### src/rtl/rd_ctrl_pkg.sv
// Shared types and sizing helpers for the burst read controller.
// Combinational helpers only; no latency or flow control of their own.
package rd_ctrl_pkg;

  typedef enum logic [1:0] {
    IDLE = 2'd0,
    REQ  = 2'd1,
    DATA = 2'd2,
    DONE = 2'd3
  } rd_state_e;

  function automatic logic [31:0] words_from_bytes(input logic [31:0] len,
                                                   input logic [31:0] bytes);
    return (len / bytes) + 32'((len % bytes) != 32'd0);
  endfunction

  function automatic logic [31:0] burst_len(input logic [31:0] words_left,
                                            input logic [31:0] max);
    return (words_left < max) ? words_left : max;
  endfunction

endpackage

### src/rtl/rd_ctrl_burst_cnt.sv
// Beat tracker: flags the last beat of the current burst and of the packet, same cycle as the beat.
// Loaded on burst accept, decremented per beat; no backpressure (beats are never refused).
module rd_ctrl_burst_cnt
  import rd_ctrl_pkg::*;
#(
  parameter int LEN_W   = 16,
  parameter int BURST_W = 4
) (
  input  logic               clk,
  input  logic               reset,
  input  logic               load,
  input  logic [BURST_W-1:0] burst_words,
  input  logic [LEN_W-1:0]   pkt_words,
  input  logic               beat,
  output logic               burst_last,
  output logic               packet_last
);

  logic [BURST_W-1:0] beat_cnt_q, beat_cnt_d;
  logic [LEN_W-1:0]   pkt_rem_q, pkt_rem_d;

  always_comb begin
    beat_cnt_d = beat_cnt_q;
    pkt_rem_d  = pkt_rem_q;
    if (load) begin
      beat_cnt_d = burst_words;
      pkt_rem_d  = pkt_words;
    end else if (beat) begin
      beat_cnt_d = beat_cnt_q - 1'b1;
      pkt_rem_d  = pkt_rem_q - 1'b1;
    end
  end

  always_ff @(posedge clk) begin
    if (reset) begin
      beat_cnt_q <= '0;
      pkt_rem_q  <= '0;
    end else begin
      beat_cnt_q <= beat_cnt_d;
      pkt_rem_q  <= pkt_rem_d;
    end
  end

  assign burst_last  = beat && (beat_cnt_q == BURST_W'(1));
  assign packet_last = beat && (pkt_rem_q == LEN_W'(1));

endmodule

### src/rtl/rd_ctrl_burst.sv
// Descriptor-driven Avalon-MM burst reader into the capture FIFO; FIFO write 1 cycle after readdatavalid.
// Requests gated by fifo_almost_full, held under waitrequest; RD_CTRL_BURST_STATS_EN adds stat counters.
module rd_ctrl_burst
  import rd_ctrl_pkg::*;
#(
  parameter int DATA_W    = 32,
  parameter int ADDR_W    = 32,
  parameter int LEN_W     = 16,
  parameter int MAX_BURST = 8
) (
  input  logic                         clk,
  input  logic                         reset,
  input  logic                         start,
  input  logic [ADDR_W-1:0]            pkt_addr,
  input  logic [LEN_W-1:0]             pkt_len,
  output logic                         busy,
  output logic                         done,
  output logic [ADDR_W-1:0]            avm_address,
  output logic                         avm_read,
  output logic [$clog2(MAX_BURST):0]   avm_burstcount,
  input  logic                         avm_waitrequest,
  input  logic [DATA_W-1:0]            avm_readdata,
  input  logic                         avm_readdatavalid,
  input  logic                         fifo_almost_full,
  output logic                         fifo_wr,
  output logic [DATA_W-1:0]            fifo_data,
  output logic                         fifo_eop
`ifdef RD_CTRL_BURST_STATS_EN
  ,
  output logic [31:0]                  stat_pkts,
  output logic [31:0]                  stat_words,
  output logic [31:0]                  stat_stalls
`endif
);

  localparam int BYTES   = DATA_W / 8;
  localparam int BYTE_SH = $clog2(BYTES);
  localparam int BURST_W = $clog2(MAX_BURST) + 1;

  rd_state_e          state_q, state_d;
  logic [ADDR_W-1:0]  addr_q, addr_d;
  logic [LEN_W-1:0]   words_left_q, words_left_d;
  logic [ADDR_W-1:0]  avm_address_q, avm_address_d;
  logic               avm_read_q, avm_read_d;
  logic [BURST_W-1:0] burstcount_q, burstcount_d;
  logic               busy_q, busy_d;
  logic               done_q, done_d;
  logic               fifo_wr_q, fifo_wr_d;
  logic [DATA_W-1:0]  fifo_data_q, fifo_data_d;
  logic               fifo_eop_q, fifo_eop_d;

  logic [LEN_W-1:0]   words_init;
  logic [BURST_W-1:0] next_burst;
  logic               cnt_load;
  logic               beat;
  logic               burst_last;
  logic               packet_last;

  assign words_init = LEN_W'(words_from_bytes(32'(pkt_len), 32'(BYTES)));
  assign next_burst = BURST_W'(burst_len(32'(words_left_q), 32'(MAX_BURST)));
  // Beats outside DATA belong to an aborted burst and are dropped.
  assign beat       = (state_q == DATA) && avm_readdatavalid;

  always_comb begin
    state_d       = state_q;
    addr_d        = addr_q;
    words_left_d  = words_left_q;
    avm_address_d = avm_address_q;
    avm_read_d    = avm_read_q;
    burstcount_d  = burstcount_q;
    done_d        = 1'b0;
    fifo_wr_d     = 1'b0;
    fifo_data_d   = fifo_data_q;
    fifo_eop_d    = 1'b0;
    cnt_load      = 1'b0;

    case (state_q)
      IDLE: begin
        if (start) begin
          addr_d       = pkt_addr;
          words_left_d = words_init;
          state_d      = (words_init == '0) ? DONE : REQ;
        end
      end
      REQ: begin
        if (!avm_read_q) begin
          if (!fifo_almost_full) begin
            avm_read_d    = 1'b1;
            avm_address_d = addr_q;
            burstcount_d  = next_burst;
          end
        end else if (!avm_waitrequest) begin
          avm_read_d   = 1'b0;
          addr_d       = addr_q + (ADDR_W'(burstcount_q) << BYTE_SH);
          words_left_d = words_left_q - LEN_W'(burstcount_q);
          cnt_load     = 1'b1;
          state_d      = DATA;
        end
      end
      DATA: begin
        if (beat) begin
          fifo_wr_d   = 1'b1;
          fifo_data_d = avm_readdata;
          fifo_eop_d  = packet_last;
          if (burst_last) begin
            state_d = (words_left_q != '0) ? REQ : DONE;
          end
        end
      end
      DONE: begin
        done_d  = 1'b1;
        state_d = IDLE;
      end
      default: state_d = IDLE;
    endcase

    busy_d = (state_d != IDLE);
  end

  always_ff @(posedge clk) begin
    if (reset) begin
      state_q       <= IDLE;
      addr_q        <= '0;
      words_left_q  <= '0;
      avm_address_q <= '0;
      avm_read_q    <= 1'b0;
      burstcount_q  <= '0;
      busy_q        <= 1'b0;
      done_q        <= 1'b0;
      fifo_wr_q     <= 1'b0;
      fifo_data_q   <= '0;
      fifo_eop_q    <= 1'b0;
    end else begin
      state_q       <= state_d;
      addr_q        <= addr_d;
      words_left_q  <= words_left_d;
      avm_address_q <= avm_address_d;
      avm_read_q    <= avm_read_d;
      burstcount_q  <= burstcount_d;
      busy_q        <= busy_d;
      done_q        <= done_d;
      fifo_wr_q     <= fifo_wr_d;
      fifo_data_q   <= fifo_data_d;
      fifo_eop_q    <= fifo_eop_d;
    end
  end

  // pkt_words takes the pre-subtraction count so packet_last covers this burst too.
  rd_ctrl_burst_cnt #(
    .LEN_W   (LEN_W),
    .BURST_W (BURST_W)
  ) u_cnt (
    .clk         (clk),
    .reset       (reset),
    .load        (cnt_load),
    .burst_words (burstcount_q),
    .pkt_words   (words_left_q),
    .beat        (beat),
    .burst_last  (burst_last),
    .packet_last (packet_last)
  );

  assign busy           = busy_q;
  assign done           = done_q;
  assign avm_address    = avm_address_q;
  assign avm_read       = avm_read_q;
  assign avm_burstcount = burstcount_q;
  assign fifo_wr        = fifo_wr_q;
  assign fifo_data      = fifo_data_q;
  assign fifo_eop       = fifo_eop_q;

`ifdef RD_CTRL_BURST_STATS_EN
  logic [31:0] stat_pkts_q, stat_pkts_d;
  logic [31:0] stat_words_q, stat_words_d;
  logic [31:0] stat_stalls_q, stat_stalls_d;
  logic        stall;

  assign stall = (state_q == REQ) &&
                 ((!avm_read_q && fifo_almost_full) || (avm_read_q && avm_waitrequest));

  always_comb begin
    stat_pkts_d   = stat_pkts_q;
    stat_words_d  = stat_words_q;
    stat_stalls_d = stat_stalls_q;
    if (done_d && (stat_pkts_q != 32'hFFFF_FFFF)) stat_pkts_d = stat_pkts_q + 32'd1;
    if (fifo_wr_d && (stat_words_q != 32'hFFFF_FFFF)) stat_words_d = stat_words_q + 32'd1;
    if (stall && (stat_stalls_q != 32'hFFFF_FFFF)) stat_stalls_d = stat_stalls_q + 32'd1;
  end

  always_ff @(posedge clk) begin
    if (reset) begin
      stat_pkts_q   <= '0;
      stat_words_q  <= '0;
      stat_stalls_q <= '0;
    end else begin
      stat_pkts_q   <= stat_pkts_d;
      stat_words_q  <= stat_words_d;
      stat_stalls_q <= stat_stalls_d;
    end
  end

  assign stat_pkts   = stat_pkts_q;
  assign stat_words  = stat_words_q;
  assign stat_stalls = stat_stalls_q;
`endif

endmodule

### config.mk
export PLATFORM = sky130hd
export DESIGN_NAME = rd_ctrl_burst
export DESIGN_NICKNAME = d
export VERILOG_FILES = /design/src/rtl/rd_ctrl_pkg.sv /design/src/rtl/rd_ctrl_burst_cnt.sv /design/src/rtl/rd_ctrl_burst.sv
export SDC_FILE = /design/constraint.sdc
export NUM_CORES = 1
export LEC_CHECK = 0
export BUFFER_PORTS_ARGS = -buffer_cell sky130_fd_sc_hd__buf_2
export CAP_MARGIN = 15
export CORE_MARGIN = 5
export CORE_UTILIZATION = 35
export CTS_BUF_LIST = sky130_fd_sc_hd__clkbuf_2
export DETAILED_ROUTE_END_ITERATION = 7
export PLACE_DENSITY_LB_ADDON = 0.1
export RECOVER_POWER = 25
export SLEW_MARGIN = 20
export SYNTH_ARGS = -nofsm -noshare
export SYNTH_HDL_FRONTEND = slang
export SYNTH_HIERARCHICAL = 1
export SYNTH_SLANG_ARGS = --single-unit
### constraint.sdc
create_clock -name clk -period 2.6 [get_ports clk]
set_input_delay 0.39 -clock clk [delete_from_list [all_inputs] [get_ports clk]]
set_output_delay 0.39 -clock clk [all_outputs]
set_load 0.02 [all_outputs]
* After elaboration in Yosys (flattened, before gate mapping)
Cells that the tools add are included.
** Storage, ports and cells
- Register bits :: 143
- Bits in latches :: 0
- Bits in writable memories :: 0
- Bits in read-only memories :: 0
- Bits of input ports :: 86
- Output and inout bits :: 73
- Logic and storage cells :: 75
- Memories kept :: 0
** Cells by class
- Add/sub/neg operators :: 5
- Multiply operators :: 0
- Divide/modulo/power cells :: 0
- Magnitude comparators :: 1
- Equal/unequal tests :: 8
- Shift-type cells :: 0
- Multiplexer cells :: 29
- Bitwise gates (word level) :: 4
- Reduce and logical (&&, ||, !) cells :: 15
** Operators with widths (number)
- $mux W32 :: 3
- $mux W16 :: 5
- $pmux W32 S2 :: 1
- $add A32 B6 Y32 :: 1
- $pmux W16 S2 :: 1
- $reduce_bool A32 Y1 :: 1
- $eq A16 B1 Y1 const B :: 1
- $logic_not A16 Y1 :: 1
- $lt A16 B4 Y1 const B :: 1
- $reduce_bool A16 Y1 :: 1
- $sub A16 B1 Y16 const B :: 1
- $sub A16 B4 Y16 :: 1
- $add A14 B1 Y15 :: 1
- $mux W2 :: 7
- $mux W4 :: 3
- $mux W1 :: 8
- $pmux W2 S4 :: 1
- $ne A2 B2 Y1 const B :: 3
- $reduce_bool A2 Y1 :: 3
- $eq A2 B2 Y1 const B :: 2
- $eq A4 B1 Y1 const B :: 1
- $not A1 Y1 :: 4
- $reduce_and A4 Y1 :: 1
- $sub A4 B1 Y4 const B :: 1
- other kinds (7) :: 9

* Depth between registers and ports, before layout
Gate-level depths: netlist of the first run.
- Depth in word-level cells :: 7
- Gate-level depth with buffers :: 12
- Gate-level depth less buffers :: 10

* Modules after synthesis
The synthesis of the first run kept the hierarchy.
** By module, submodules not included
- rd_ctrl_burst :: instances 1, cells each 806, area each 6029.5 sq um
- rd_ctrl_burst_cnt :: instances 1, cells each 131, area each 1107.3 sq um

* Worst setup path after synthesis of the first run
No wires, ideal clock.
- Path kind :: register to register
- Start point :: reg state_q[1]
- End point :: reg u_cnt.pkt_rem_q[7]
- Setup time :: 0.091 ns
- Data arrival time :: 2.651 ns
- Required time :: 2.509 ns
- Setup slack :: -0.142 ns
- Stages on the path, launching flop included :: 11
- Path buffers :: 4
- Period minus slack after synthesis :: 2.742 ns
- Path through :: dfxtp_1 > clkbuf_1 > nand2b_1 > or2_2 > clkbuf_1 > inv_1 > buf_1 > or4b_1 > clkbuf_1 > or3_1 > a311oi_1
** On the way
- Cells in the longest elaborated chain, start to end :: 3
** RTL lines
- from (decl) :: line rd_ctrl_burst.sv:40 : rd_state_e state_q, state_d;
- from (signal assigned) :: line rd_ctrl_burst.sv:134 : state_q <= state_d;
- $eq A2 B2 Y1 :: line rd_ctrl_burst.sv:62 : assign beat = (state_q == DATA) && avm_readdatavalid;
- $logic_and A1 B1 Y1 :: line rd_ctrl_burst.sv:62
- via beat :: line rd_ctrl_burst.sv:55 : logic beat;
- $reduce_bool A2 Y1 (no line)
- to (signal assigned) :: line rd_ctrl_burst_cnt.sv:40 : pkt_rem_q <= pkt_rem_d;
- to (decl) :: line rd_ctrl_burst_cnt.sv:20 : logic [LEN_W-1:0] pkt_rem_q, pkt_rem_d;
The timed path passes the listed nets, and every way through them passes these cells.
A chain may end at the register's enable or synchronous reset.

* Final worst setup path of the first run
- Start point :: reg state_q[1]
- End point :: reg words_left_q[14]
** On the way
- Cells in the longest elaborated chain, start to end :: 3
** RTL lines
- $eq A2 B1 Y1 or $logic_not A2 Y1 (tied branches) :: line rd_ctrl_burst.sv:77 : case (state_q)
- $ne A2 B2 Y1 (no line) or $reduce_bool A2 Y1 (tied branches)
- $reduce_and A4 Y1 (no line)
- to (signal assigned) :: line rd_ctrl_burst.sv:136 : words_left_q <= words_left_d;
- to (decl) :: line rd_ctrl_burst.sv:42 : logic [LEN_W-1:0] words_left_q, words_left_d;
Parallel ways exist; a longest one is shown, timed or not.

==> results of run 1 <==
[report_power, final]
group | switching [mW] | total (mW) | internal, mW | leakage [nW]
sequential | 0.134 | 2.46 | 2.33 | 1.16
combinational | 0.637 | 1.09 | 0.456 | 2.25
clock | 0.986 | 1.29 | 0.305 | 0.141
total | 1.76 | 4.84 | 3.09 | 3.55
[synth_stat cells, drive strengths merged (3+ instances only)]
library cell and n:
inv 20, o21ai 27, a41oi 3, dfxtp 143, o211ai 3, and2 6
nand2b 8, nand3 32, nor2 58, or2 4, and3 5, buf 11
a31oi 11, nand2 209, clkbuf 57, a311oi 7, nor3 29, a221oi 3
mux2 4, xor2 8, nor4 17, o21a 3, o311ai 3, nand4 14
a211oi 24, ha 14, xnor2 22, o22ai 11, a22oi 5, nand3b 3
and4 3, a21o 7, or4 12, or3 13, a21oi 117
[through the flow]
stage	hold slack, ns	util [%]	power, mW	instance area [um^2]	setup WS, ns
floorplan	0.432	-	3.14	7140	0.00906
global route	0.00804	45.7	5.14	9210	0.0476
detailed placement	0.444	41.1	3.51	8300	0.0523
finish	0.0726	45.7	4.84	9210	0.173
CTS	0.0151	45.7	4.91	9220	0.0767
global placement	0.440	41.1	3.52	8300	0.0854
[cells by family after synthesis]
kind of cell	count (synthesis)	synth area share, %
AO/OA/AOI/OAI	232	19.4
XOR/XNOR	30	3.68
adder cells (fa/ha/maj)	16	3.02
buffers and inverters	88	4.73
flip-flops	143	40.1
multiplexers	5	0.771
AND/OR/NAND/NOR	423	28.2
[state kept, by name, indices dropped and copies added, names as in the netlist, 2 cells and up]
name	cells
addr_q	32
avm_address	32
fifo_data	32
u_cnt/pkt_rem_q	16
words_left_q	16
avm_burstcount	4
u_cnt/beat_cnt_q	4
state_q	2
[what timing repair did]
item	in CTS	in global routing
setup buffers	0	0
resized for setup	0	5
hold buffers	69	0
endpoints found under the hold margin	65	0
setup endpoints to repair	0	9
[cell type report]
type	count	area, um^2
repair buffers	261	1730
flip-flops and latches	143	2860
clock buffers	17	85.1
diodes	1	2.50
inverters	20	75.1
well taps	270	338
fillers	2102	11000
multi-input cells	706	3980
clock inverters	15	144
[critical path: cells and delay by family, from the launching register on]
kind / cells / cell delay, ns
buf+inv: 3 / 1.11
flops: 1 / 0.49
simple gates: 3 / 0.46
compound gates: 1 / 0.25
[final timing paths]
check	end	slack (ns)	cells past startpoint
setup reg to reg	words_left_q[14]	0.17	7
setup / recovery	words_left_q[14]	0.17	7
hold / removal	addr_q[22]	0.07	4
hold reg to reg	fifo_data[6]	0.47	2
[layer usage]
metal,GRT usage (%),up-vias,routed length (um)
met5,0,-,0
met1,27.0,3357,11400
met3,4.26,12,1100
li1,-,3742,-
met2,29.4,197,9830
met4,4.75,0,263
==> metrics.txt, run 1 <==
status=complete, but fails checks; failing checks=capacitance limit; clock slew at reported path FFs=roughly 0.24 ns; area delta synth->final=29.1%; most common cell after layout, fill and taps aside=nand2_1; final setup fails=0; clk sink count=143; VDD IR-drop max=just under 0.0003 V; Crit. Startpoint=state_q[1]; Placed Instances=between 1,000 and 1,500; number of synthesized flops with an enable pin=0; Non-Filler Instances=between 1,000 and 1,500; Synth Net Count=1,039; initial core utilization=35.4%; P_leak=between 3 and 4 nW; CP peak stage delay=between 0.5 and 0.6 ns; starting DRC count in detailed routing=approximately 430; DRC=0; CP Class=flip-flop to flip-flop; via count=between 7,000 and 8,000; RSZ-0062 raised after global routing=no; Max Buffers Root-to-Sink=2; Hold Path Class=input pin to flip-flop; die height=between 150 and 200 um; synthesized flop and latch total=about 140; Final Skew=0.0488 ns; TritonCTS clock tree=yes; fraction of registers with async set/reset=0%; post-DP HPWL=15.3 mm; Peak Freq=approximately 410 MHz; Total Neg Setup Slack=0 ns; Area contributors post-synth=dfxtp_1, nand2_1, a21oi_1; total wire length=roughly 23 mm; Final ANT Viol Nets=0; root buf cell=clkbuf_2; IO Count=around 160; type of origin of the critical path=flip-flop; Worst-Margin Slew=roughly 1.5 ns; most frequent cells in the layout=nand2_1, buf_2, dfxtp_1; I/O Buffers=about 160; Initial DRT Pass Iterations=5; die footprint=between 20,000 and 25,000 um^2; synth unique cells=61; Slowest-stage cell, CP=dlygate4sd3_1; first-pass GRT wire length=~37 mm; CP Cell Sequence=buf_4, nand2b_1, nand2_1, clkbuf_1, a31oi_1, dlygate4sd3_1, nor3_1; Avg Synthesized Cell Area=about 7.6 um^2; largest net degree at the start of global routing=between 50 and 60; Synth area leader=dfxtp_1; main flop type after synthesis=dfxtp_1; Critical Path RT=3.21 ns; layout cells sized above 1=between 20% and 30%; Nets=approximately 1,300; HP Start=pkt_addr[22]; Setup crit end kind=flip-flop; CTS H-tree lvls=4; sequential-to-total area share from yosys stat=40.1%; initial antenna violation count=1; period utilisation layout=around 93%; r2r startpoint=state_q[1]; Post-Synthesis Cells=about 940; gr ovfl total=0; die width=153 um; vias in the first global route=7,033; Placeable Area=about 20,000 um^2; Ys Warns=6; post-synthesis cell area=just over 7000 um^2; Max-Cap Viols=1; Max Slew Vio Count=0; Std-Cell Rows=between 50 and 60; CTS Buf Count=17; Final min period=2.43 ns; routed len/inst=around 16 um; critical path peak fanout=9; post-synth top area share=between 40% and 50%; Final Hold Violating Endpoints=0; pwr dens=~530 nW/um^2; crit path DAT=about 3.0 ns; Total GRT Usage=around a fifth; clock latency at the later pin of the worst-skew pair=0.75 ns; Placer Congestion=between 0.7 and 0.8; Slew HR=0.0180%; vias per cell=around 5.1
No activity file was read; power rests on OpenSTA's default activity.
==> inputs of run 2 (changes only) <==
RECOVER_POWER = default   (was 25)
clock period = 2 ns   (was 2.6 ns; I/O delays follow)
==> metrics.txt, run 2 (same netlist as run 1, synthesis figures left out) <==
CP Cell Sequence=ha_4, fa_2, a21o_1, a21o_1, nand4_1, mux2_4, a222oi_1, nor2_1 (was buf_4, nand2b_1, nand2_1, clkbuf_1, a31oi_1, dlygate4sd3_1, nor3_1); Peak Freq=473 MHz (was 412 MHz); clk sink count=143 (unchanged); VDD IR-drop max=0.000336 V (was 0.000288 V); die height=153 um (unchanged); DRC=0 (unchanged); routed len/inst=15.3 um (was 15.8 um); final setup fails=13 (was 0); CP dominant cell by count=a21o_1; vias in the first global route=7,332 (was 7,033); Placer Congestion=0.814 (was 0.777); cell count of the worst reg-to-reg path=8 (was 7); vias per cell=5.07 (was 5.10); starting DRC count in detailed routing=462 (was 434); Hold Path Depth=5 (was 4); pwr dens=651 nW/um^2 (was 526 nW/um^2); initial core utilization=35.4% (unchanged); critical path peak fanout=4 (was 9); Total GRT Usage=19.4% (was 19.0%); Final Skew=0.0356 ns (was 0.0488 ns); most frequent cells in the layout=nand2_1, buf_2, dfxtp_1 (unchanged); failing checks=setup timing (was capacitance limit); gr ovfl total=0 (unchanged); die width=153 um (unchanged); post-DP HPWL=16.4 mm (was 15.3 mm); total wire length=23.3 mm (was 22.6 mm); Critical Path RT=2.64 ns (was 3.21 ns); Slew HR=68.8% (was 0.0180%); die footprint=23,300 um^2 (unchanged); reg2reg end=addr_q[30] (was words_left_q[14]); Hold Path Class=input pin to flip-flop (unchanged); root buf cell=clkbuf_2 (unchanged); Max Buffers Root-to-Sink=2 (unchanged); r2r startpoint=avm_burstcount[0] (was state_q[1]); Setup crit end kind=flip-flop (unchanged); crit path DAT=2.76 ns (was 3.04 ns); type of origin of the critical path=flip-flop (unchanged); clock latency at the later pin of the worst-skew pair=0.75 ns (about the same); Max Slew Vio Count=0 (unchanged); most common cell after layout, fill and taps aside=nand2_1 (unchanged); fin area=10,500 um^2 (was 9210 um^2); Total Neg Setup Slack=-0.653 ns (was 0 ns); setup ws final=-0.114 ns (was 0.173 ns); RSZ-0062 raised after global routing=yes (was no); Final min period=2.11 ns (was 2.43 ns); Max-Cap Viols=0 (was 1); sink of the worst hold path=words_left_q[4] (was addr_q[22]); IO Count=159 (unchanged); Initial DRT Pass Iterations=5 (unchanged); CP Class=flip-flop to flip-flop (unchanged); I/O Buffers=158 (unchanged); CTS H-tree lvls=4 (unchanged); final core occ=51.9% (was 45.7%); CTS Buf Count=17 (unchanged); clock slew at reported path FFs=0.26 ns (was 0.24 ns); largest net degree at the start of global routing=54 (unchanged); area delta synth->final=46.8% (was 29.1%); CP peak stage delay=0.43 ns (was 0.57 ns); period utilisation layout=106% (was 93.3%); Worst-Margin Slew=0.468 ns (was 1.50 ns); Placed Instances=1,407 (was 1,331); Final ANT Viol Nets=0 (unchanged); layout cells sized above 1=31.8% (was 20.3%); P_leak=4.20 nW (was 3.55 nW); status=complete, but fails checks (unchanged); HP Start=pkt_len[6] (was pkt_addr[22]); via count=7,752 (was 7,308); R2R Setup Slk=-0.11 ns (was 0.17 ns); Std-Cell Rows=52 (unchanged); Placeable Area=20,200 um^2 (unchanged); Placed Instance Area=9070 um^2 (was 8300 um^2); Nets=1,348 (was 1,251); initial antenna violation count=1 (unchanged); Non-Filler Instances=1,530 (was 1,433); TritonCTS clock tree=yes (unchanged); Final Hold Violating Endpoints=0 (unchanged); Slowest-stage cell, CP=dfxtp_4 (was dlygate4sd3_1); first-pass GRT wire length=38.1 mm (was 37.1 mm)
==> run 2: cell count changes in the layout (fill, tap and decap cells not counted), moves of 6 or more <==
| cell | change |
|---|---|
| buf_12 | +7 |
| nor4_1 | -6 |
| dfxtp_2 | +10 |
| dlygate4sd3_1 | +9 |
| clkbuf_1 | -14 |
| dfxtp_1 | -14 |
| buf_4 | +81 |
| buf_2 | +11 |
==> run 2: report_power, final <==
group | leakage, nW | switching (mW) | internal [mW]
Sequential | 1.17 | 0.131 | 3.02
Combinational | 2.89 | 0.997 | 0.863
Clock | 0.148 | 1.28 | 0.522
Total | 4.20 | 2.41 | 4.41
==> run 2: cell type report <==
type / count / area, um^2
Multi-Input combinational cell: 706 / 4300
Antenna cell: 1 / 2.50
Tap cell: 270 / 338
Clock inverter: 15 / 170
Clock buffer: 17 / 85.1
Fill cell: 1981 / 9700
Inverter: 20 / 80.1
Sequential cell: 143 / 2890
Timing Repair Buffer: 358 / 2610
==> run 2: how the worst max path moves through the flow <==
stage	end	cells after the start	start	slack [ns]
final	addr_q[30]	8	avm_burstcount[0]	-0.11
after global routing	words_left_q[8]	10	avm_burstcount[0]	-0.19
after CTS	addr_q[30]	8	avm_burstcount[0]	-0.11
after detailed placement	state_q[1]	9	pkt_len[1]	-0.22
after global placement	state_q[1]	9	pkt_len[1]	-0.18
after floorplan	u_cnt/pkt_rem_q[7]	10	state_q[0]	-0.35
==> run 2: worst max-delay path, delay by kind of cell (launching register included) <==
family          cells  cell delay, ns
compound gates      3            0.63
fa+ha+maj           2            0.50
flops               1            0.43
mux                 1            0.31
simple gates        2            0.18
==> run 2: through the flow <==
stage                     setup WS (ns)  hold WS, ns  power (mW)
after floorplan                  -0.349        0.432        4.12
after global placement           -0.181        0.440        4.79
after detailed placement         -0.217        0.445        4.79
after CTS                        -0.107       0.0189        6.76
after global routing             -0.194       0.0376        7.23
final                            -0.114       0.0972        6.82
==> run 2: repair_timing <==
| item | CTS | global route |
|---|---|---|
| hold buffers | 78 | 0 |
| gates resized for setup | 15 | 55 |
| endpoints found under the hold margin | 95 | 0 |
| pin swaps | 16 | 35 |
| setup endpoints to repair | 16 | 46 |
| buffers inserted | 4 | 10 |
==> run 2: routing by layer <==
metal	share of wire (%)	global-route usage [%]	up-vias
met3	5.4	3.89	20
met2	45	29.7	227
li1	-	-	3928
met1	49	28.1	3577
met4	1.4	4.92	0
met5	0	0	-
==> inputs of run 3 (changes only) <==
--- a/config.mk
+++ b/config.mk
@@ -13,3 +13,2 @@
 export DETAILED_ROUTE_END_ITERATION = 7
-export PLACE_DENSITY_LB_ADDON = 0.1
 export SLEW_MARGIN = 20
--- a/constraint.sdc
+++ b/constraint.sdc
@@ -3,2 +3,2 @@
 set_output_delay 0.3 -clock clk [all_outputs]
-set_load 0.02 [all_outputs]
+set_load 0.005 [all_outputs]
==> metrics.txt, run 3 (same netlist as run 1, synthesis figures left out) <==
status=complete, but fails checks (unchanged); failing checks=setup timing (unchanged); largest net degree at the start of global routing=54 (unchanged); Placer Congestion=0.856 (was 0.814); Crit path max-delay family=compound AO/OA/AOI/OAI gates (unchanged); Initial DRT Pass Iterations=5 (unchanged); hold_ws=0.0475 ns (was 0.0972 ns); Slowest-stage cell, CP=dfxtp_4 (unchanged); Hold Path Class=input pin to flip-flop (unchanged); VDD IR-drop max=0.000353 V (was 0.000336 V); Critical Path Stages=8 (unchanged); Std-Cell Rows=52 (unchanged); post-DP HPWL=16.0 mm (was 16.4 mm); clock latency at the later pin of the worst-skew pair=0.75 ns (about the same); R2R Setup Slk=-0.17 ns (was -0.11 ns); crit path DAT=2.82 ns (was 2.76 ns); clk sink count=143 (unchanged); final setup fails=9 (was 13); P_leak=4.21 nW (was 4.20 nW); CP Cell Sequence=ha_4, fa_2, a21o_1, a21o_1, nand4_1, mux2_4, a222oi_1, nor2_1 (unchanged); first-pass GRT wire length=38.5 mm (was 38.1 mm); layout cells sized above 1=31.8% (about the same); CTS H-tree lvls=4 (unchanged); worst path bufs/invs=0 (unchanged); period utilisation layout=109% (was 106%); Setup crit end kind=flip-flop (unchanged); Non-Filler Instances=1,521 (was 1,530); vias in the first global route=7,320 (was 7,332); CP dominant cell by count=a21o_1 (unchanged); CP Class=flip-flop to flip-flop (unchanged); area delta synth->final=45.6% (was 46.8%); most frequent cells in the layout=nand2_1, buf_2, dfxtp_1 (unchanged); CP peak stage delay=0.41 ns (was 0.43 ns); Worst-Margin Slew=0.494 ns (was 0.468 ns); pwr dens=641 nW/um^2 (was 651 nW/um^2); RSZ-0062 raised after global routing=yes (unchanged); starting DRC count in detailed routing=510 (was 462); Placed Instances=1,401 (was 1,407); Nets=1,339 (was 1,348); cell count of the worst reg-to-reg path=8 (unchanged); Final min period=2.17 ns (was 2.11 ns); initial core utilization=35.4% (unchanged); die height=153 um (unchanged); Final ANT Viol Nets=0 (unchanged); I/O Buffers=158 (unchanged); vias per cell=5.13 (was 5.07); setup ws final=-0.174 ns (was -0.114 ns); Max Slew Vio Count=0 (unchanged); critical path peak fanout=3 (was 4); Placeable Area=20,200 um^2 (unchanged); total wire length=23.2 mm (was 23.3 mm); Slew HR=67.1% (was 68.8%); Hold Path Depth=5 (unchanged); CTS Buf Count=17 (unchanged); TritonCTS clock tree=yes (unchanged); type of origin of the critical path=flip-flop (unchanged); die width=153 um (unchanged); root buf cell=clkbuf_2 (unchanged); Total GRT Usage=19.6% (was 19.4%); gr ovfl total=0 (unchanged); die footprint=23,300 um^2 (unchanged); sink of the worst hold path=words_left_q[11] (was words_left_q[4]); Tot Pwr=6.66 mW (was 6.82 mW); Max-Cap Viols=0 (unchanged); Total Neg Setup Slack=-0.809 ns (was -0.653 ns); Final Hold Violating Endpoints=0 (unchanged); IO Count=159 (unchanged); via count=7,809 (was 7,752); Critical Path RT=2.64 ns (about the same); Max Buffers Root-to-Sink=2 (unchanged); DRC=0 (unchanged); Peak Freq=460 MHz (was 473 MHz); most common cell after layout, fill and taps aside=nand2_1 (unchanged); HP Start=pkt_len[13] (was pkt_len[6]); initial antenna violation count=1 (unchanged); clock slew at reported path FFs=0.22 ns (was 0.26 ns); r2r startpoint=avm_burstcount[0] (unchanged); routed len/inst=15.3 um (about the same); reg2reg end=addr_q[30] (unchanged); Final Skew=0.0592 ns (was 0.0356 ns)
[run 3: cell count changes in the layout (fill, tap and decap cells not counted), moves of 3 or more]
| cell | change |
|---|---|
| buf_4 | -3 |
| clkinv_2 | +3 |
| dfxtp_1 | +3 |
| dlygate4sd3_1 | -5 |
| inv_8 | -5 |
| nand2_4 | +3 |
| o21ai_0 | -4 |
| o21ai_1 | +3 |
| o22ai_1 | -3 |
| o22ai_2 | +3 |
[run 3: worst max-delay path by stage]
stage	slack, ns	start	end
after detailed placement	-0.22	state_q[0]	state_q[1]
after floorplan	-0.35	state_q[0]	u_cnt/pkt_rem_q[7]
after global placement	-0.25	state_q[0]	state_q[1]
after global routing	-0.24	avm_burstcount[0]	addr_q[30]
after CTS	-0.15	avm_burstcount[0]	addr_q[30]
final	-0.17	avm_burstcount[0]	addr_q[30]
[run 3: final cells by class]
class	instances	area, um^2
clock inverter	14	141
multi-input combinational	706	4340
inverter	20	82.6
timing repair buffer	349	2520
sequential	143	2880
fill	1915	9780
clock buffer	18	90.1
tap	270	338
antenna	1	2.50
[run 3: worst min-delay path, cell delays in order]
cell	delay (ns)
buf_2	0.12
inv_1	0.10
xnor2_1	0.09
nand2_1	0.08
a31oi_1	0.07
[run 3: through the flow]
stage	setup WS, ns	area, um^2	utilization, %
2_1_floorplan	-0.349	7290	-
3_3_place_gp	-0.245	8990	44.6
3_5_place_dp	-0.218	8990	44.6
4_1_cts	-0.150	10100	50.2
5_1_grt	-0.242	10400	51.5
6_report	-0.174	10400	51.5
[run 3: timing repair]
| item | in CTS | in global routing |
|---|---|---|
| pin swaps | 22 | 39 |
| buffers inserted | 9 | 9 |
| hold endpoints to repair | 80 | 1 |
| endpoints found under the setup margin | 26 | 39 |
| resized for setup | 32 | 49 |
| hold buffers | 72 | 1 |
[run 3: routing by layer]
layer	global-route usage, %	share of wire, %	up-vias
li1	-	-	3916
met1	28.1	48	3631
met2	29.8	44	235
met3	4.43	5.9	27
met4	5.30	1.6	0
met5	0	0	-
[run 3: power by group]
part	switching [mW]	total, mW	internal, mW
Clock	1.12	1.70	0.576
Sequential	0.129	3.15	3.02
Combinational	0.972	1.81	0.842
